==> config.mk <==
export PLATFORM = sky130hd
export DESIGN_NAME = bpsk_modulator
export DESIGN_NICKNAME = d
export VERILOG_FILES = /design/src/rtl/bpsk_modulator.sv
export SDC_FILE = /design/constraint.sdc
export NUM_CORES = 1
export LEC_CHECK = 0
export CORE_MARGIN = 4
export CORE_UTILIZATION = 36
export CTS_CLUSTER_SIZE = 40
export DETAILED_ROUTE_END_ITERATION = 8
export MAX_ROUTING_LAYER = met4
export PLACE_DENSITY = 0.74
export SLEW_MARGIN = 15
export SYNTH_ARGS = -nofsm -noshare
export SYNTH_HDL_FRONTEND = slang
export SYNTH_SLANG_ARGS = --single-unit
==> constraint.sdc <==
create_clock -name clk -period 2.6 [get_ports clk]
set_clock_uncertainty 0.2 [all_clocks]
set_input_delay 0.52 -clock clk [delete_from_list [all_inputs] [get_ports clk]]
set_output_delay 0.52 -clock clk [all_outputs]
set_load 0.01 [all_outputs]
==> src/rtl/bpsk_modulator.sv <==
// bpsk_modulator: byte-stream BPSK mapper placed after sin_generator.
// Serialises each accepted word MSB first, one bit per full carrier period,
// and selects the generator's sin or neg_sin sample according to the bit.
// Bit boundaries follow the generator's counter wrap, so any phase flip
// lands on sample index 0.
module bpsk_modulator #(
    parameter int SAMPLE_NUMBER = 256,
    parameter int SAMPLE_WIDTH  = 12,
    parameter int DATA_WIDTH    = 8
) (
    input  logic                             clk,
    input  logic                             arstn,
    input  logic [DATA_WIDTH-1:0]            s_data,
    input  logic                             s_valid,
    output logic                             s_ready,
    output logic                             gen_en,
    input  logic [SAMPLE_WIDTH-1:0]          sin_in,
    input  logic [SAMPLE_WIDTH-1:0]          neg_sin_in,
    input  logic [$clog2(SAMPLE_NUMBER)-1:0] cnt_in,
    output logic [SAMPLE_WIDTH-1:0]          mod_out,
    output logic                             mod_valid,
    output logic                             busy
);

    localparam int CNT_W = $clog2(SAMPLE_NUMBER);
    localparam int BL_W  = $clog2(DATA_WIDTH + 1);

    localparam logic [1:0] ST_IDLE  = 2'd0;
    localparam logic [1:0] ST_RUN   = 2'd1;
    localparam logic [1:0] ST_FLUSH = 2'd2;

    localparam logic [CNT_W-1:0] CNT_LAST = CNT_W'(SAMPLE_NUMBER - 1);
    localparam logic [BL_W-1:0]  BL_FULL  = BL_W'(DATA_WIDTH);
    localparam logic [BL_W-1:0]  BL_ONE   = BL_W'(1);

    logic [1:0]            state_q,     state_d;
    logic [DATA_WIDTH-1:0] shreg_q,     shreg_d;
    logic [BL_W-1:0]       bits_left_q, bits_left_d;
    logic                  cur_bit_q,   cur_bit_d;
    logic                  gen_en_q,    gen_en_d;
    logic                  sv_q;        // gen_en delayed by one cycle
    logic [SAMPLE_WIDTH-1:0] mod_out_q;
    logic                  mod_valid_q;
    logic                  xfer;

    // A new word may be taken once the previous one is fully shifted out,
    // except in the single FLUSH cycle where the generator is stopping.
    assign s_ready   = (bits_left_q == '0) && (state_q != ST_FLUSH);
    assign xfer      = s_valid && s_ready;
    assign busy      = (state_q != ST_IDLE);
    assign gen_en    = gen_en_q;
    assign mod_out   = mod_out_q;
    assign mod_valid = mod_valid_q;

    // Next-state logic: handshake, bit shifting on counter wrap, FSM moves.
    always_comb begin
        // NOTE: every variable gets a default first so no latch is inferred.
        state_d     = state_q;
        shreg_d     = shreg_q;
        bits_left_d = bits_left_q;
        cur_bit_d   = cur_bit_q;

        case (state_q)
            ST_IDLE: begin
                if (xfer) begin
                    state_d     = ST_RUN;
                    shreg_d     = s_data;
                    bits_left_d = BL_FULL;
                end
            end
            ST_RUN: begin
                // Transfer and shift are exclusive: one needs bits_left == 0,
                // the other bits_left > 0.
                if (xfer) begin
                    shreg_d     = s_data;
                    bits_left_d = BL_FULL;
                end else if (cnt_in == '0 && bits_left_q != '0) begin
                    cur_bit_d   = shreg_q[DATA_WIDTH-1];
                    shreg_d     = shreg_q << 1;
                    bits_left_d = bits_left_q - BL_ONE;
                end
                // Stop only on a wrap so the generator counter rests at 0.
                if (cnt_in == CNT_LAST && bits_left_q == '0 && !xfer) begin
                    state_d = ST_FLUSH;
                end
            end
            // cur_bit is held here so the last sample keeps its sign.
            ST_FLUSH: state_d = ST_IDLE;
            default:  state_d = ST_IDLE;
        endcase

        gen_en_d = (state_d == ST_RUN);
    end

    // Control state registers.
    always_ff @(posedge clk or negedge arstn) begin
        // NOTE: sequential state uses non-blocking assignments only.
        if (!arstn) begin
            // NOTE: the shift register is reset too so a discarded partial
            // word can never leak into the next transmission.
            state_q     <= ST_IDLE;
            shreg_q     <= '0;
            bits_left_q <= '0;
            cur_bit_q   <= 1'b0;
            gen_en_q    <= 1'b0;
        end else begin
            state_q     <= state_d;
            shreg_q     <= shreg_d;
            bits_left_q <= bits_left_d;
            cur_bit_q   <= cur_bit_d;
            gen_en_q    <= gen_en_d;
        end
    end

    // Output pipeline: the generator's sample lags gen_en by one cycle,
    // so the sign selection is aligned through sv_q.
    always_ff @(posedge clk or negedge arstn) begin
        if (!arstn) begin
            sv_q        <= 1'b0;
            mod_out_q   <= '0;
            mod_valid_q <= 1'b0;
        end else begin
            sv_q        <= gen_en_q;
            mod_out_q   <= sv_q ? (cur_bit_q ? sin_in : neg_sin_in) : '0;
            mod_valid_q <= sv_q;
        end
    end

endmodule
==> key figures <==
Status
  • Status: finished, final reports clean

Synth
  • Synth top area share: 55.3%
  • Ys Warns: 0
  • Register area share after synthesis: 55.3%
  • Post-Synth Adder-Cell Area: 0.922%
  • Flops & latches, synth: 30
  • Netlist cell types: 30
  • Synth Cell Area: 0.00136 mm^2
  • Syn_area_per_cell: 11.4 um^2
  • Post-Synth XOR/XNOR Area: 0%
  • Post-synthesis cell count: 119
  • Top cells by area, synth: dfrtp_1, mux2i_1, nor2b_1, a21oi_2, o22ai_1
  • Post-Synth Simple-Gate Area: 16.6%
  • Synthesized net count: 163
  • Mux share of post-synthesis cell area: 9.59%
  • Largest area contributor in the synthesized netlist: dfrtp_1
  • Largest family of logic cells by synthesized area: simple AND/OR/NAND/NOR gates
  • Complex-gate fraction of the synthesized area: 10.9%

Power and ir drop
  • Flop pwr share: 43.6%
  • Sw Pwr: 0.398 mW
  • Pint: 1.08 mW
  • IR Drop Worst-Case VDD: 362 uV
  • Sw Share: 27.0%
  • PD cells: 710 mW/mm^2
  • Leak: 0.887 nW
  • Combinational power share: 25.6%
  • Clk network pwr share: 30.8%
  • Total Power: 1.48 mW

Final layout
  • Antenna diodes: 0
  • Commonest non-fill, non-tap cells in the layout: clkdlybuf4s50_1, dfrtp_1, mux2i_1, nor2b_1, inv_1
  • Area delta synth->final: 53.1%
  • Filler Cell Count: 317
  • Share of cells above drive strength 1: 12.7%
  • Commonest non-fill, non-tap cell in the layout: clkdlybuf4s50_1
  • Nets: 224

Clock network
  • CTS Hold Bufs: 0
  • Clock transition at path regs: 0.07 ns
  • CTS sink cnt: 30
  • Post-CTS setup buffers: 0
  • CTS buffer count: 5
  • H-tree level count: 2
  • CTS Root Buffer Type: clkbuf_8
  • Worst-Skew Late Latency: 0.28 ns
  • Deepest clock path buffer count: 2
  • TritonCTS clock tree: yes

Worst setup path
  • WP data required: 1.88 ns
  • CP startpoint kind: register
  • Crit path kind: register to output port
  • Crit-path max FO: 4
  • Setup crit end kind: output port
  • Arr. time, crit path: 1.76 ns

Timing
  • Final Hold Viols: 0
  • # setup viols final: 0
  • Slew Viols, Final: 0
  • Post-route clock period utilization: 95.4%
  • Final hold slack: 0.232 ns
  • Setup TNS Final: 0 ns
  • RSZ-0062 raised after global routing: no
  • Fmax: 403 MHz
  • Max-slew headroom: 54.4%
  • Tightest Pin Transition: 0.684 ns
  • Final min period: 2.48 ns

Global route
  • Global route total overflow: 0
  • First-pass GRT wire length: 5270 um
  • Largest net degree at the start of global routing: 31
  • Vias in the first global route: 1173
  • Antenna violations before repair: 0
  • Tot GR Track Use: 13.8%

Die
  • Effective utilization at floorplan: 37.1%
  • Die footprint: 0.00482 mm^2
  • Core area: 0.00366 mm^2
  • Die Ht: 69.4 um
  • Horiz. Die Dim: 69.4 um
  • I/O Pins: 59
  • FP Rows: 22

Flow run
  • Max-cap violations: 0

Route
  • Vias per cell: 4.74
  • Detailed Route WL: 3120 um
  • Initial DRT Pass Iterations: 4
  • Wirelength per Cell: 13.6 um
  • DR iter-0 viols: 62
  • Via count: 1085
  • DRC Markers: 0
  • Antenna-violating nets left: 0

Min path
  • HP Class: register to register

Place
  • GPL Wtd Cong: 0.861
  • Buffers on Ports: 58
  • DP HPWL: 2360 um
logic make-up (layout without fill, tap and decap cells):
group	after synthesis	after routing
compound gates	22	22
fa+ha+maj	1	1
buf+inv	18	80
flops	30	30
mux	13	13
simple gates	35	35
Yosys cell counts (all sizes together):
library cell  count
or3b              2
a211oi            1
and2              1
or2               1
or4               1
a21oi             8
nand3             3
o22ai             7
nand4             2
nor2              1
nor3              1
nor3b             1
nand2             4
mux2i            13
nand2b            1
nor2b            12
inv              11
nor4              3
buf               5
ha                1
clkbuf            2
nand4b            1
or3               1
o21ai             6
dfrtp            30
path summary, 6_finish.rpt:
| check | depth (start not counted) | end | slack [ns] | startpoint |
|---|---|---|---|---|
| setup / recovery | 5 | s_ready | 0.12 | bits_left_q[0] |
| hold / removal | 0 | sv_q | 0.23 | gen_en |
| setup reg to reg | 7 | shreg_q[1] | 0.29 | bits_left_q[0] |
| hold reg to reg | 0 | sv_q | 0.23 | gen_en |
| max in group asynchronous | 2 | mod_out[10] | 1.49 | arstn |
| min in group asynchronous | 2 | mod_out[7] | 0.43 | arstn |
layout make-up:
type / count / area, um^2 / share of cell area (%)
clock buffer: 5 / 68.8 / 3.31
clock inverter: 3 / 40.0 / 1.93
inverter: 11 / 41.3 / 1.99
multi-input combinational: 71 / 515 / 24.8
sequential: 30 / 751 / 36.1
tap: 48 / 60.1 / 2.89
timing repair buffer: 61 / 602 / 29.0
worst max-delay path, cell delays in order, from the launching register on:
cell           delay (ns)
dfrtp_1              0.42
inv_1                0.08
ha_1                 0.15
or3b_1               0.38
a21oi_1              0.16
dlygate4sd2_1        0.29
power by group through the flow:
stage / registers, mW / logic (mW) / clock network [mW]
after floorplan: 0.638 / 0.206 / 0
after global placement: 0.642 / 0.369 / 0
after detailed placement: 0.651 / 0.385 / 0
after CTS: 0.644 / 0.384 / 0.463
after global routing: 0.653 / 0.421 / 0.489
final: 0.643 / 0.378 / 0.455
state kept, by name (all words and copies together) (netlist names):
signal / count
bits_left_q: 4
cur_bit_q: 1
gen_en: 1
mod_out: 12
mod_valid: 1
shreg_q: 8
state_q: 2
sv_q: 1
per-layer routing:
metal | global-route usage, % | wire [um] | vias up
li1 | - | - | 529
met1 | 16.2 | 1400 | 486
met2 | 21.4 | 1380 | 66
met3 | 5.65 | 313 | 4
met4 | 4.56 | 27 | 0
met5 | - | 0 | -
stage by stage:
step	util (%)	setup WS [ns]	cells	cell area [um^2]
after floorplan	-	0.475	119	1360
after global placement	53.8	0.179	221	1970
after detailed placement	53.8	0.111	221	1970
after CTS	56.8	0.101	229	2080
after global routing	56.8	0.0279	229	2080
final	56.8	0.118	229	2080
what timing repair did:
item / CTS / global route
endpoints found under the setup margin: 1 / 0
gates resized for setup: 1 / 0
hold endpoints to repair: 0 / 0
No activity file was read; power rests on OpenSTA's default activity.
